## config.mk

```make
export PLATFORM = sky130hd
export DESIGN_NAME = bank_queue_ctrl
export DESIGN_NICKNAME = d
export VERILOG_FILES = /design/src/rtl/bank_queue_ctrl_pkg.sv /design/src/rtl/bank_queue_ctrl_debounce.sv /design/src/rtl/bank_queue_ctrl.sv
export SDC_FILE = /design/constraint.sdc
export NUM_CORES = 1
export LEC_CHECK = 0
export ABC_AREA = 1
export CAP_MARGIN = 20
export CORE_MARGIN = 3
export CORE_UTILIZATION = 46
export DETAILED_ROUTE_END_ITERATION = 7
export HOLD_SLACK_MARGIN = 0.1
export PLACE_DENSITY = 0.72
export SYNTH_ARGS = -nofsm -noshare
export SYNTH_HDL_FRONTEND = slang
export SYNTH_SLANG_ARGS = --single-unit
```

## constraint.sdc

```tcl
create_clock -name clk -period 3.8 [get_ports clk]
set_clock_uncertainty 0.1 [all_clocks]
set_input_delay 0.76 -clock clk [delete_from_list [all_inputs] [get_ports clk]]
set_output_delay 0.76 -clock clk [all_outputs]
set_load 0.01 [all_outputs]
```

## src/rtl/bank_queue_ctrl_pkg.sv

```systemverilog
// Shared types and constants for the bank queue occupancy controller.
// Latency: n/a (declarations only).
// Backpressure: n/a.
package bank_queue_ctrl_pkg;

    typedef enum logic [1:0] {
        IDLE  = 2'd0,
        ARMED = 2'd1,
        HELD  = 2'd2
    } deb_state_t;

    localparam int PCOUNT_W = 4;
    localparam int TCOUNT_W = 2;
    localparam logic [TCOUNT_W-1:0] TCOUNT_RST = 2'b01;

endpackage

```

## src/rtl/bank_queue_ctrl_debounce.sv

```systemverilog
// Beam sensor synchronizer plus debounce FSM; emits one event per qualified blockage.
// Latency: event_vld pulses 3 clocks after the beam release reaches the sensor pin.
// Backpressure: none; events are single-cycle pulses and are never stalled.
module sensor_debounce
    import bank_queue_ctrl_pkg::*;
#(
    parameter int DEBOUNCE = 4
) (
    input  logic clk,
    input  logic rst_n,
    input  logic sensor,
    output logic event_vld
);

    localparam logic [3:0] RUN_DONE = 4'(DEBOUNCE);

    logic       sync_q1;
    logic       sync_q2;
    logic [3:0] run_cnt;
    deb_state_t state;

    always_ff @(posedge clk or negedge rst_n) begin
        if (!rst_n) begin
            sync_q1   <= 1'b0;
            sync_q2   <= 1'b0;
            run_cnt   <= 4'd0;
            state     <= IDLE;
            event_vld <= 1'b0;
        end else begin
            sync_q1   <= sensor;
            sync_q2   <= sync_q1;
            event_vld <= 1'b0;
            case (state)
                IDLE: begin
                    if (sync_q2) begin
                        // The cycle that arms the FSM is the first of the run.
                        state   <= ARMED;
                        run_cnt <= 4'd1;
                    end
                end
                ARMED: begin
                    if (!sync_q2) begin
                        state   <= IDLE;
                        run_cnt <= 4'd0;
                    end else begin
                        run_cnt <= run_cnt + 4'd1;
                        if (run_cnt + 4'd1 >= RUN_DONE) begin
                            state <= HELD;
                        end
                    end
                end
                HELD: begin
                    // Count on release so a customer standing in the beam counts once.
                    if (!sync_q2) begin
                        state     <= IDLE;
                        run_cnt   <= 4'd0;
                        event_vld <= 1'b1;
                    end
                end
                default: begin
                    state   <= IDLE;
                    run_cnt <= 4'd0;
                end
            endcase
        end
    end

endmodule

```

## src/rtl/bank_queue_ctrl.sv

```systemverilog
// Queue occupancy counter fed by debounced entry/exit beams, plus teller count register.
// Latency: pcount moves 4 clocks after a qualified beam release at the sensor pin.
// Backpressure: none; entries while full are dropped and flagged on entry_drop.
module bank_queue_ctrl
    import bank_queue_ctrl_pkg::*;
#(
    parameter int DEBOUNCE = 4,
    parameter int MAXP     = 7
) (
    input  logic                clk,
    input  logic                rst_n,
    input  logic                back_sensor,
    input  logic                front_sensor,
    input  logic [TCOUNT_W-1:0] tcount_in,
    output logic [PCOUNT_W-1:0] pcount,
    output logic [TCOUNT_W-1:0] tcount,
    output logic                full,
    output logic                empty,
    output logic                entry_drop
);

    localparam logic [PCOUNT_W-1:0] PMAX = PCOUNT_W'(MAXP);

    logic entry_vld;
    logic exit_vld;

    sensor_debounce #(
        .DEBOUNCE (DEBOUNCE)
    ) u_entry_deb (
        .clk       (clk),
        .rst_n     (rst_n),
        .sensor    (back_sensor),
        .event_vld (entry_vld)
    );

    sensor_debounce #(
        .DEBOUNCE (DEBOUNCE)
    ) u_exit_deb (
        .clk       (clk),
        .rst_n     (rst_n),
        .sensor    (front_sensor),
        .event_vld (exit_vld)
    );

    assign full       = (pcount == PMAX);
    assign empty      = (pcount == '0);
    assign entry_drop = entry_vld & ~exit_vld & full;

    always_ff @(posedge clk or negedge rst_n) begin
        if (!rst_n) begin
            pcount <= '0;
            tcount <= TCOUNT_RST;
        end else begin
            // Simultaneous entry and exit cancel, including at both saturation points.
            if (entry_vld && !exit_vld && !full) begin
                pcount <= pcount + PCOUNT_W'(1);
            end else if (exit_vld && !entry_vld && !empty) begin
                pcount <= pcount - PCOUNT_W'(1);
            end
            if (tcount_in != '0) begin
                tcount <= tcount_in;
            end
        end
    end

endmodule
```

==> qor.yml <==
overflow: 0
arrival_ns: 1.74
power_frac_seq_pct: 42.7
top_layer_used: "met4"
start_util_pct: 50.67
slew_viol_final: 0
setup_tns_ns: 0
clockPowerShare_pct: 19.9
synth-seq-cells: 24
totalWireLength_um: 1834
p_int_w: 0.0005840
drive_gt1_share_pct: 11.41
syn_to_final_growth_pct: 21.73
synth_edf_count: 0
routed_via_density: 4.802
ys_types: 18
crit_type: "reg2out"
cts_root_buf: "clkbuf_4"
path_max_fanout: 7
place_ws_ns: 1.529
numClockSinks: 24
startpoint_type: "register"
cts_tree: "built"
hpwl_um: 1494
tightest_slew_ns: 0.2445
avgSynthCellArea_um2: 9.038
p_leak_nw: 0.6933
diodes: 0
synth.net_count: 141
vias: 850
core_mm2: 0.002318
netlist_top_cells_count: "nand2_1 (29), dfrtp_1 (23), inv_1 (23)"
place_congestion: 0.8693
relSlewSlack_pct: 83.70
end_kind: "output port"
cp.required_ns: 2.94
grt_max_degree: 25
die_h_um: 56.54
finalCriticalPeriod_ns: 2.605
synth_most_common_cell: "nand2_1"
cts_setup_buffers: 0
fp-row-count: 17
final.setup.worst_slack_ns: 1.195
setup_viol: 0
worstSkewPairLatency_ns: 0.31
wl_met1_um: 788
grt_pass1_vias: 894
cts.htree.levels: 1
grt_usage_pct: 13.48
ctsResizeCount: 0
nets: 161
powerDensity_mw_per_mm2: 633.1
synthFlopType: "dfrtp_1"
fillers: 201
p_sw_w: 0.0003215
finalHoldViolCount: 0
drtPass1Iterations: 3
clk_pin_slew_ns: 0.13
cts_buffer_depth: 2
yosysSeqAreaShare_pct: 51.22
postSynth.asyncResetShare_pct: 100.0
grt_pass1_wl_um: 3477
yosysTopAreaCell: "dfrtp_1"
die_w_um: 56.54
max_clock_freq_mhz: 383.9
ios: 15
switching_share_pct: 35.51
dieArea_mm2: 0.003196
cts_hold_buffers: 0
min_period_over_period_pct: 68.55
combPwrFrac_pct: 37.4
finalHoldWorstSlack_ns: 0.2638
ant_nets: 0
rsz0062_at_grt: "no"
antenna_found_initial: 0
ys_warn_count: 0
met2_length_um: 942
ir_worst_vdd_mv: 0.3396
drc: 0
synth_cells: 130
synth_top_area_share_pct: 48.99
drt-initial-drc-count: 11
wl_met3_um: 76
netlist_area_mm2: 0.001175
hp-class: "reg2reg"
synth.area.top_cells: "dfrtp_1 (49%), nand2_1 (9.3%), inv_1 (7.3%)"
numCtsBuffers: 3
status: "finished, final reports clean"
routedWlPerCell_um: 10.36
max_cap_violations: 0
io_buffers: 14
[area by class of cell]
cell class	instances	area (um2)	share of cell area, %
clock inverters	1	30.03	2.100
clock buffers	3	22.52	1.575
flip-flops and latches	24	601.8	42.08
repair buffers	15	167.7	11.72
well taps	28	35.03	2.450
multi-input cells	82	478.0	33.42
inverters	24	95.09	6.649
[cells by family after synthesis]
logic type               synth area share (%)
buffers and inverters                   8.094
AO/OA/AOI/OAI                           6.816
AND/OR/NAND/NOR                         24.17
adder cells (fa/ha/maj)                 5.964
flip-flops                              51.22
XOR/XNOR                                3.727
[final timing paths]
check / startpoint / endpoint / depth (start not counted) / slack [ns]
max: pcount[0]$_DFFE_PN0P_ / entry_drop / 5 / 1.20
min: u_entry_deb.sync_q1$_DFF_PN0_ / u_entry_deb.sync_q2$_DFF_PN0_ / 0 / 0.26
max reg2reg: pcount[0]$_DFFE_PN0P_ / pcount[3]$_DFFE_PN0P_ / 13 / 1.94
min reg2reg: u_entry_deb.sync_q1$_DFF_PN0_ / u_entry_deb.sync_q2$_DFF_PN0_ / 0 / 0.26
max in group asynchronous: rst_n / tcount[0]$_DFFE_PN1P_ / 2 / 2.61
min in group asynchronous: rst_n / u_entry_deb.run_cnt[2]$_DFFE_PN0P_ / 1 / 0.55
[cells in the final DEF, fill, tap and decap left out, types with 3 or more instances in the layout]
master and count:
nand2_1 29, inv_1 23, dfrtp_1 23, clkdlybuf4s50_1 14
nand3_1 13, nor2_1 8, o21ai_0 7, xor2_1 5
nor2_4 4, a21oi_1 4, ha_1 4, clkbuf_4 3
[power by group through the flow]
stage	Clock [W]	Combinational (W)	Sequential, W
6_report	0.000180	0.000339	0.000387
3_5_place_dp	0	0.000339	0.000393
4_1_cts	0.000184	0.000341	0.000388
3_3_place_gp	0	0.000324	0.000386
5_1_grt	0.000196	0.000387	0.000399
2_1_floorplan	0	0.000219	0.000387
[sequential cells by signal, summed over array words and instances, names as in the netlist]
name,flops
u_entry_deb.sync_q1,1
u_exit_deb.event_vld,1
u_entry_deb.state,2
u_exit_deb.state,2
u_entry_deb.event_vld,1
u_exit_deb.sync_q2,1
tcount,2
pcount,4
u_exit_deb.run_cnt,4
u_entry_deb.run_cnt,4
u_entry_deb.sync_q2,1
u_exit_deb.sync_q1,1
[metal layers]
metal / global-route usage (%) / up-vias
met5: 0 / -
met4: 5.085 / 0
met3: 2.299 / 2
met2: 25.41 / 17
met1: 14.74 / 392
li1: - / 439
[worst max-delay path, stage by stage (launching register included)]
cell	delay (ns)
dfrtp_1	0.50
nand2_2	0.10
nor2_4	0.16
inv_1	0.06
nor2_1	0.09
clkdlybuf4s50_1	0.54
[through the flow]
step / power, W / util (%) / instances / area (um2)
after floorplan: 0.0006058 / - / 130 / 1175
after global placement: 0.0007097 / 58.23 / 172 / 1350
after detailed placement: 0.0007317 / 58.23 / 172 / 1350
after CTS: 0.0009125 / 60.50 / 176 / 1403
after global routing: 0.0009813 / 61.68 / 177 / 1430
final: 0.0009055 / 61.68 / 177 / 1430
(Power assumes the default switching activity.)
